==> src/rtl/msi_pkg.sv <==
// Shared definitions for the MSI snoop responder: state/command encodings,
// default geometry and the responder FSM encoding.
package msi_pkg;

    localparam int INDEX_W_DEF = 3;
    localparam int TAG_W_DEF   = 11;

    localparam logic [1:0] MSI_I = 2'b00;
    localparam logic [1:0] MSI_S = 2'b01;
    localparam logic [1:0] MSI_M = 2'b10;

    localparam logic [1:0] CMD_BUSRD   = 2'b00;
    localparam logic [1:0] CMD_BUSRDX  = 2'b01;
    localparam logic [1:0] CMD_BUSUPGR = 2'b10;
    localparam logic [1:0] CMD_RSVD    = 2'b11;

    typedef enum logic [1:0] {
        ST_IDLE   = 2'b00,
        ST_LOOKUP = 2'b01,
        ST_DECIDE = 2'b10,
        ST_RESP   = 2'b11
    } fsm_state_e;

    // Encoding 11 is treated as invalid alongside I.
    function automatic logic msi_is_valid(input logic [1:0] st);
        return (st == MSI_S) || (st == MSI_M);
    endfunction

endpackage

==> src/rtl/msi_snoop_decode.sv <==
// Combinational snoop transition: (bus command, current line state) ->
// (next line state, flush required, state write required).
module msi_snoop_decode
    import msi_pkg::*;
(
    input  logic [1:0] cmd,
    input  logic [1:0] old_state,
    output logic [1:0] next_state,
    output logic       flush,
    output logic       wr_needed
);

    // Next-state and flush selection per snoop command.
    always_comb begin
        next_state = old_state;
        flush      = 1'b0;
        case (cmd)
            CMD_BUSRD: begin
                if (old_state == MSI_M) begin
                    next_state = MSI_S;
                    flush      = 1'b1;
                end else begin
                    next_state = old_state;
                    flush      = 1'b0;
                end
            end
            // BusUpgr against an M line is anomalous but the dirty data is still pushed out.
            CMD_BUSRDX, CMD_BUSUPGR: begin
                next_state = MSI_I;
                flush      = (old_state == MSI_M);
            end
            default: begin
                next_state = old_state;
                flush      = 1'b0;
            end
        endcase
        wr_needed = msi_is_valid(old_state) && (next_state != old_state);
    end

endmodule

==> src/rtl/msi_snoop_responder.sv <==
// Bus-side MSI snoop responder for a 2-way L1: reads both ways' tag/state for
// the snooped set, applies the snoop transition to the hitting way and responds.
module msi_snoop_responder
    import msi_pkg::*;
#(
    parameter int ADDR_W  = 16,
    parameter int INDEX_W = INDEX_W_DEF,
    parameter int TAG_W   = TAG_W_DEF
) (
    input  logic               clock,
    input  logic               reset_n,
    input  logic               snp_valid,
    output logic               snp_ready,
    input  logic [1:0]         snp_cmd,
    input  logic [ADDR_W-1:0]  snp_addr,
    output logic               tag_rd_en,
    output logic [INDEX_W-1:0] tag_rd_index,
    input  logic [TAG_W-1:0]   w0_tag_in,
    input  logic [TAG_W-1:0]   w1_tag_in,
    input  logic [1:0]         w0_state_in,
    input  logic [1:0]         w1_state_in,
    output logic               st_wr_en,
    output logic               st_wr_way,
    output logic [INDEX_W-1:0] st_wr_index,
    output logic [1:0]         st_wr_state,
    output logic               rsp_valid,
    input  logic               rsp_ready,
    output logic               rsp_hit,
    output logic               rsp_flush,
    output logic               rsp_way
);

    fsm_state_e         state_q, state_d;
    logic [1:0]         cmd_q, cmd_d;
    logic [TAG_W-1:0]   tag_q, tag_d;
    logic [INDEX_W-1:0] index_q, index_d;
    logic               snp_ready_q, snp_ready_d;
    logic               tag_rd_en_q, tag_rd_en_d;
    logic [INDEX_W-1:0] tag_rd_index_q, tag_rd_index_d;
    logic               st_wr_en_q, st_wr_en_d;
    logic               st_wr_way_q, st_wr_way_d;
    logic [INDEX_W-1:0] st_wr_index_q, st_wr_index_d;
    logic [1:0]         st_wr_state_q, st_wr_state_d;
    logic               rsp_valid_q, rsp_valid_d;
    logic               rsp_hit_q, rsp_hit_d;
    logic               rsp_flush_q, rsp_flush_d;
    logic               rsp_way_q, rsp_way_d;

    logic               hit0_s, hit1_s, hit_s, sel_way_s;
    logic [1:0]         old_state_s, next_state_s;
    logic               flush_s, wr_needed_s;
    logic               addr_lsb_unused_s;

    // Byte-offset bits never participate in the lookup.
    assign addr_lsb_unused_s = ^snp_addr[1:0];

    // Way-hit detection on the RAM data returned in DECIDE; way 0 has priority.
    always_comb begin
        hit0_s      = (w0_tag_in == tag_q) && msi_is_valid(w0_state_in);
        hit1_s      = (w1_tag_in == tag_q) && msi_is_valid(w1_state_in);
        sel_way_s   = (!hit0_s) && hit1_s;
        hit_s       = (cmd_q != CMD_RSVD) && (hit0_s || hit1_s);
        old_state_s = sel_way_s ? w1_state_in : w0_state_in;
    end

    msi_snoop_decode u_decode (
        .cmd        (cmd_q),
        .old_state  (old_state_s),
        .next_state (next_state_s),
        .flush      (flush_s),
        .wr_needed  (wr_needed_s)
    );

    // Next-state and registered-output computation for the responder FSM.
    always_comb begin
        state_d        = state_q;
        cmd_d          = cmd_q;
        tag_d          = tag_q;
        index_d        = index_q;
        snp_ready_d    = snp_ready_q;
        tag_rd_en_d    = 1'b0;
        tag_rd_index_d = {INDEX_W{1'b0}};
        st_wr_en_d     = 1'b0;
        st_wr_way_d    = 1'b0;
        st_wr_index_d  = {INDEX_W{1'b0}};
        st_wr_state_d  = 2'b00;
        rsp_valid_d    = rsp_valid_q;
        rsp_hit_d      = rsp_hit_q;
        rsp_flush_d    = rsp_flush_q;
        rsp_way_d      = rsp_way_q;
        case (state_q)
            ST_IDLE: begin
                if (snp_valid && snp_ready_q) begin
                    cmd_d          = snp_cmd;
                    tag_d          = snp_addr[ADDR_W-1 -: TAG_W];
                    index_d        = snp_addr[INDEX_W+1:2];
                    snp_ready_d    = 1'b0;
                    tag_rd_en_d    = 1'b1;
                    tag_rd_index_d = snp_addr[INDEX_W+1:2];
                    state_d        = ST_LOOKUP;
                end else begin
                    snp_ready_d    = 1'b1;
                    state_d        = ST_IDLE;
                end
            end
            ST_LOOKUP: begin
                state_d = ST_DECIDE;
            end
            ST_DECIDE: begin
                rsp_valid_d = 1'b1;
                rsp_hit_d   = hit_s;
                rsp_flush_d = hit_s && flush_s;
                rsp_way_d   = hit_s && sel_way_s;
                if (hit_s && wr_needed_s) begin
                    st_wr_en_d    = 1'b1;
                    st_wr_way_d   = sel_way_s;
                    st_wr_index_d = index_q;
                    st_wr_state_d = next_state_s;
                end else begin
                    st_wr_en_d    = 1'b0;
                end
                state_d = ST_RESP;
            end
            ST_RESP: begin
                if (rsp_ready) begin
                    rsp_valid_d = 1'b0;
                    rsp_hit_d   = 1'b0;
                    rsp_flush_d = 1'b0;
                    rsp_way_d   = 1'b0;
                    snp_ready_d = 1'b1;
                    state_d     = ST_IDLE;
                end else begin
                    state_d     = ST_RESP;
                end
            end
            default: begin
                state_d = ST_IDLE;
            end
        endcase
    end

    // State and output registers; reset drops any snoop in flight.
    always_ff @(posedge clock or negedge reset_n) begin
        if (!reset_n) begin
            state_q        <= ST_IDLE;
            cmd_q          <= 2'b00;
            tag_q          <= {TAG_W{1'b0}};
            index_q        <= {INDEX_W{1'b0}};
            snp_ready_q    <= 1'b0;
            tag_rd_en_q    <= 1'b0;
            tag_rd_index_q <= {INDEX_W{1'b0}};
            st_wr_en_q     <= 1'b0;
            st_wr_way_q    <= 1'b0;
            st_wr_index_q  <= {INDEX_W{1'b0}};
            st_wr_state_q  <= 2'b00;
            rsp_valid_q    <= 1'b0;
            rsp_hit_q      <= 1'b0;
            rsp_flush_q    <= 1'b0;
            rsp_way_q      <= 1'b0;
        end else begin
            state_q        <= state_d;
            cmd_q          <= cmd_d;
            tag_q          <= tag_d;
            index_q        <= index_d;
            snp_ready_q    <= snp_ready_d;
            tag_rd_en_q    <= tag_rd_en_d;
            tag_rd_index_q <= tag_rd_index_d;
            st_wr_en_q     <= st_wr_en_d;
            st_wr_way_q    <= st_wr_way_d;
            st_wr_index_q  <= st_wr_index_d;
            st_wr_state_q  <= st_wr_state_d;
            rsp_valid_q    <= rsp_valid_d;
            rsp_hit_q      <= rsp_hit_d;
            rsp_flush_q    <= rsp_flush_d;
            rsp_way_q      <= rsp_way_d;
        end
    end

    assign snp_ready    = snp_ready_q;
    assign tag_rd_en    = tag_rd_en_q;
    assign tag_rd_index = tag_rd_index_q;
    assign st_wr_en     = st_wr_en_q;
    assign st_wr_way    = st_wr_way_q;
    assign st_wr_index  = st_wr_index_q;
    assign st_wr_state  = st_wr_state_q;
    assign rsp_valid    = rsp_valid_q;
    assign rsp_hit      = rsp_hit_q;
    assign rsp_flush    = rsp_flush_q;
    assign rsp_way      = rsp_way_q;

endmodule
==> config.mk <==
export PLATFORM = sky130hd
export DESIGN_NAME = msi_snoop_responder
export DESIGN_NICKNAME = d
export VERILOG_FILES = /design/src/rtl/msi_pkg.sv /design/src/rtl/msi_snoop_decode.sv /design/src/rtl/msi_snoop_responder.sv
export SDC_FILE = /design/constraint.sdc
export NUM_CORES = 1
export LEC_CHECK = 0
export ABC_AREA = 1
export CAP_MARGIN = 20
export CORE_MARGIN = 2
export CORE_UTILIZATION = 35
export DETAILED_ROUTE_END_ITERATION = 16
export MAX_ROUTING_LAYER = met4
export PLACE_DENSITY_LB_ADDON = 0.08
export RECOVER_POWER = 25
export SYNTH_ARGS = -nofsm -noshare
export SYNTH_HDL_FRONTEND = slang
export SYNTH_SLANG_ARGS = --single-unit
==> constraint.sdc <==
create_clock -name clock -period 3.8 [get_ports clock]
set_clock_uncertainty 0.1 [all_clocks]
set_input_delay 1.14 -clock clock [delete_from_list [all_inputs] [get_ports clock]]
set_output_delay 1.14 -clock clock [all_outputs]
set_load 0.01 [all_outputs]
==> metrics.yaml <==
run_status:
  status: "finished with violations"
  failed_checks: "capacitance limit, slew limit"
detailed_routing:
  drc_errors: 0
  vias: 1496
  drtIter0Drc: 45
  first_pass_iters: 4
  drt-wirelength-per-cell_um: 10.20
  routed_via_density: 4.179
  postRouteWirelength_um: 3651
  detail-route-antenna-nets: 0
placed_design:
  place_congestion: 0.7448
  io_buffer_count: 61
  dp_hpwl_um: 2752
  placed_area_um2: 2456
synthesis:
  syn_nets: 275
  synth_top_area_share_pct: 48.06
  ys_top_cells_by_area: "dfrtp_1, nand2_1, inv_1"
  ys_seq_area_share_pct: 48.06
  yosysWarnings: 0
  synth_seq_cells: 34
  syn_inst: 225
  postSynthAreaPerCell_um2: 7.869
  yosysTopAreaCell: "dfrtp_1"
  yosysUniqueCellTypes: 22
  syn_area_um2: 1770
timing:
  slew_headroom_pct: -22.74
  timing.fmax_mhz: 314.5
  setup_viol: 0
  fin_crit_ps: 3179
  period_share_pct: 83.66
  rsz0062_at_grt: "no"
  drv_slew: 35
  worstMarginPinSlew_ps: 1841
  setup-tns-final_ps: 0
  hold_violations: 0
setup_path:
  ff2ff_setup_slack_ps: 1530
  critPathLaunchType: "input pin"
  cp.arrival_ps: 3250
  crit_fanout: 6
  crit_slowest_cell: "clkdlybuf4s50_1"
  critical_path.max_stage_delay_ps: 500
  path_class: "in -> reg"
  cp-end-kind: "flop"
  path_cells: "clkdlybuf4s50_1 -> xor2_1 -> nand2_1 -> nor2_1 -> nand3_2 -> nand2_2 -> nand2_1 -> nand2_2 -> inv_1 -> ha_1 -> inv_1 -> nand2_1 -> nand2_1 -> nand3_1 -> nand2_2 -> nand2_2 -> nand2_4 -> nor2_2"
  crit_required_ps: 3880
  reg2reg_from: "tag_q[8]"
  cpLargestDelayFamily: "simple AND/OR/NAND/NOR gates"
  rr_worst_depth: 19
  rr_endpoint: "st_wr_index[0]"
  path_buf_inv: 3
grt:
  grt_use_met3_pct: 3.614
  grt_pass1_vias: 1486
  top_usage_layer: "met2"
  grt-ovfl-total: 0
  grt_max_degree: 35
  met2_usage_pct: 24.76
  grt_use_met1_pct: 17.70
  antenna_found_initial: 0
  grt_pass1_wl_um: 6161
  grt_usage_pct: 15.22
finish:
  fin_util_pct: 53.65
  drive_above_1_share_pct: 11.34
  antenna_cells: 0
  finalNetCount: 341
  final_cell_area_um2: 2567
  syn2layout_area_growth_pct: 45.02
clock_tree:
  clockRootBuffer: "clkbuf_8"
  holdBufCountCts: 0
  cts_buffers: 5
  postCtsResizedCells: 0
  clock_latency_ps: 280
  clk_pin_slew_ps: 70
  cts_setup_buffers: 0
  htree_levels: 2
  cts_tree: "yes"
  numClockSinks: 34
  cts_buffer_depth: 2
floorplanning:
  fp.dieH_um: 75.12
  boundaryPins: 64
  die_w_um: 75.12
  fp-row-count: 25
  start_util_pct: 36.99
  die_area_um2: 5643
  fp.coreArea_um2: 4786
job:
  maxCapViolations: 1
pwr:
  pwr_density_cell_nw_per_um2: 531.1
  max-vdd-ir-drop_uv: 312.0
  finalPower_mw: 1.364
  p_leak_nw: 1.281
min_path:
  whs_endpoint: "rsp_valid"
  hp-class: "reg -> reg"
  min_path_cells: 2
  min_from: "rsp_valid"
==> per-stage QoR <==
| step | worst slack [ps] | instances | hold WS [ps] |
|---|---|---|---|
| 6_report | 620.8 | 358 | 382.8 |
| 5_1_grt | 394.0 | 358 | 417.2 |
| 4_1_cts | 615.0 | 358 | 391.1 |
| 3_5_place_dp | 309.5 | 351 | 373.9 |
| 3_3_place_gp | 334.5 | 351 | 370.6 |
| 2_1_floorplan | 1021 | 225 | 366.3 |
==> power breakdown <==
part,switching (mW),internal (mW)
Sequential,0.0792,0.472
Clock,0.130,0.210
Combinational,0.255,0.218
Total,0.463,0.900
==> layout make-up <==
class	count	area, µm²
sequential	34	850.8
tap	67	83.83
clock buffer	6	82.58
inverter	34	127.6
clock inverter	1	30.03
multi-input combinational	154	780.7
fill	475	2218
timing repair buffer	62	611.8
==> routing by layer <==
| layer | routed length (µm) | up-vias |
|---|---|---|
| met2 | 1714 | 40 |
| met1 | 1650 | 652 |
| met3 | 220 | 5 |
| met5 | 0 | - |
| met4 | 65 | 0 |
| li1 | - | 799 |
==> tightest hold or removal path: stages, from the launching register on <==
cell and delay (ps):
dfrtp_1 350, nand2_1 50, nand2_1 50
==> logic make-up after synthesis <==
| family | share of synthesized area (%) |
|---|---|
| xor+xnor | 6.431 |
| simple gates | 31.38 |
| fa+ha+maj | 1.413 |
| flops | 48.06 |
| other cells | 0.2118 |
| buf+inv | 7.844 |
| compound gates | 4.664 |
==> synth_stat cells (all sizes together) <==
master / instances
a21oi: 1
buf: 1
clkbuf: 2
conb: 1
dfrtp: 34
ha: 2
inv: 34
nand2: 92
nand3: 7
nor2: 23
nor3: 1
o21ai: 11
o21bai: 3
xnor2: 8
xor2: 5
==> state kept, by name (all words and copies together), names as in the netlist, 2 cells and up <==
name and flops:
state_q 2, st_wr_index 3, index_q 3, tag_q 11
st_wr_state 2, tag_rd_index 3, cmd_q 2
==> placed cells by master (no fill, tap or decap), types with 4 or more instances in the layout <==
cell / synthesis / layout
clkdlybuf4s50_1: 0 / 60
nand2_1: 83 / 83
xor2_1: 5 / 5
inv_2: 4 / 4
inv_1: 30 / 30
nor2_1: 15 / 15
nor2_2: 7 / 7
xnor2_1: 8 / 8
nand2_2: 7 / 7
clkbuf_8: 0 / 6
nand3_1: 4 / 4
o21ai_0: 10 / 10
dfrtp_1: 34 / 34
==> how the worst max path moves through the flow <==
stage / to / startpoint / cells past startpoint / slack (ps)
after floorplan: st_wr_way / w1_state_in[0] / 19 / 1020
after global placement: st_wr_way / w1_state_in[1] / 19 / 330
after detailed placement: st_wr_index[1] / w0_state_in[0] / 18 / 310
after CTS: st_wr_way / w0_state_in[0] / 18 / 610
after global routing: st_wr_state[0] / w0_state_in[0] / 18 / 390
final: st_wr_index[0] / w0_state_in[0] / 18 / 620
(Power assumes the default switching activity.)
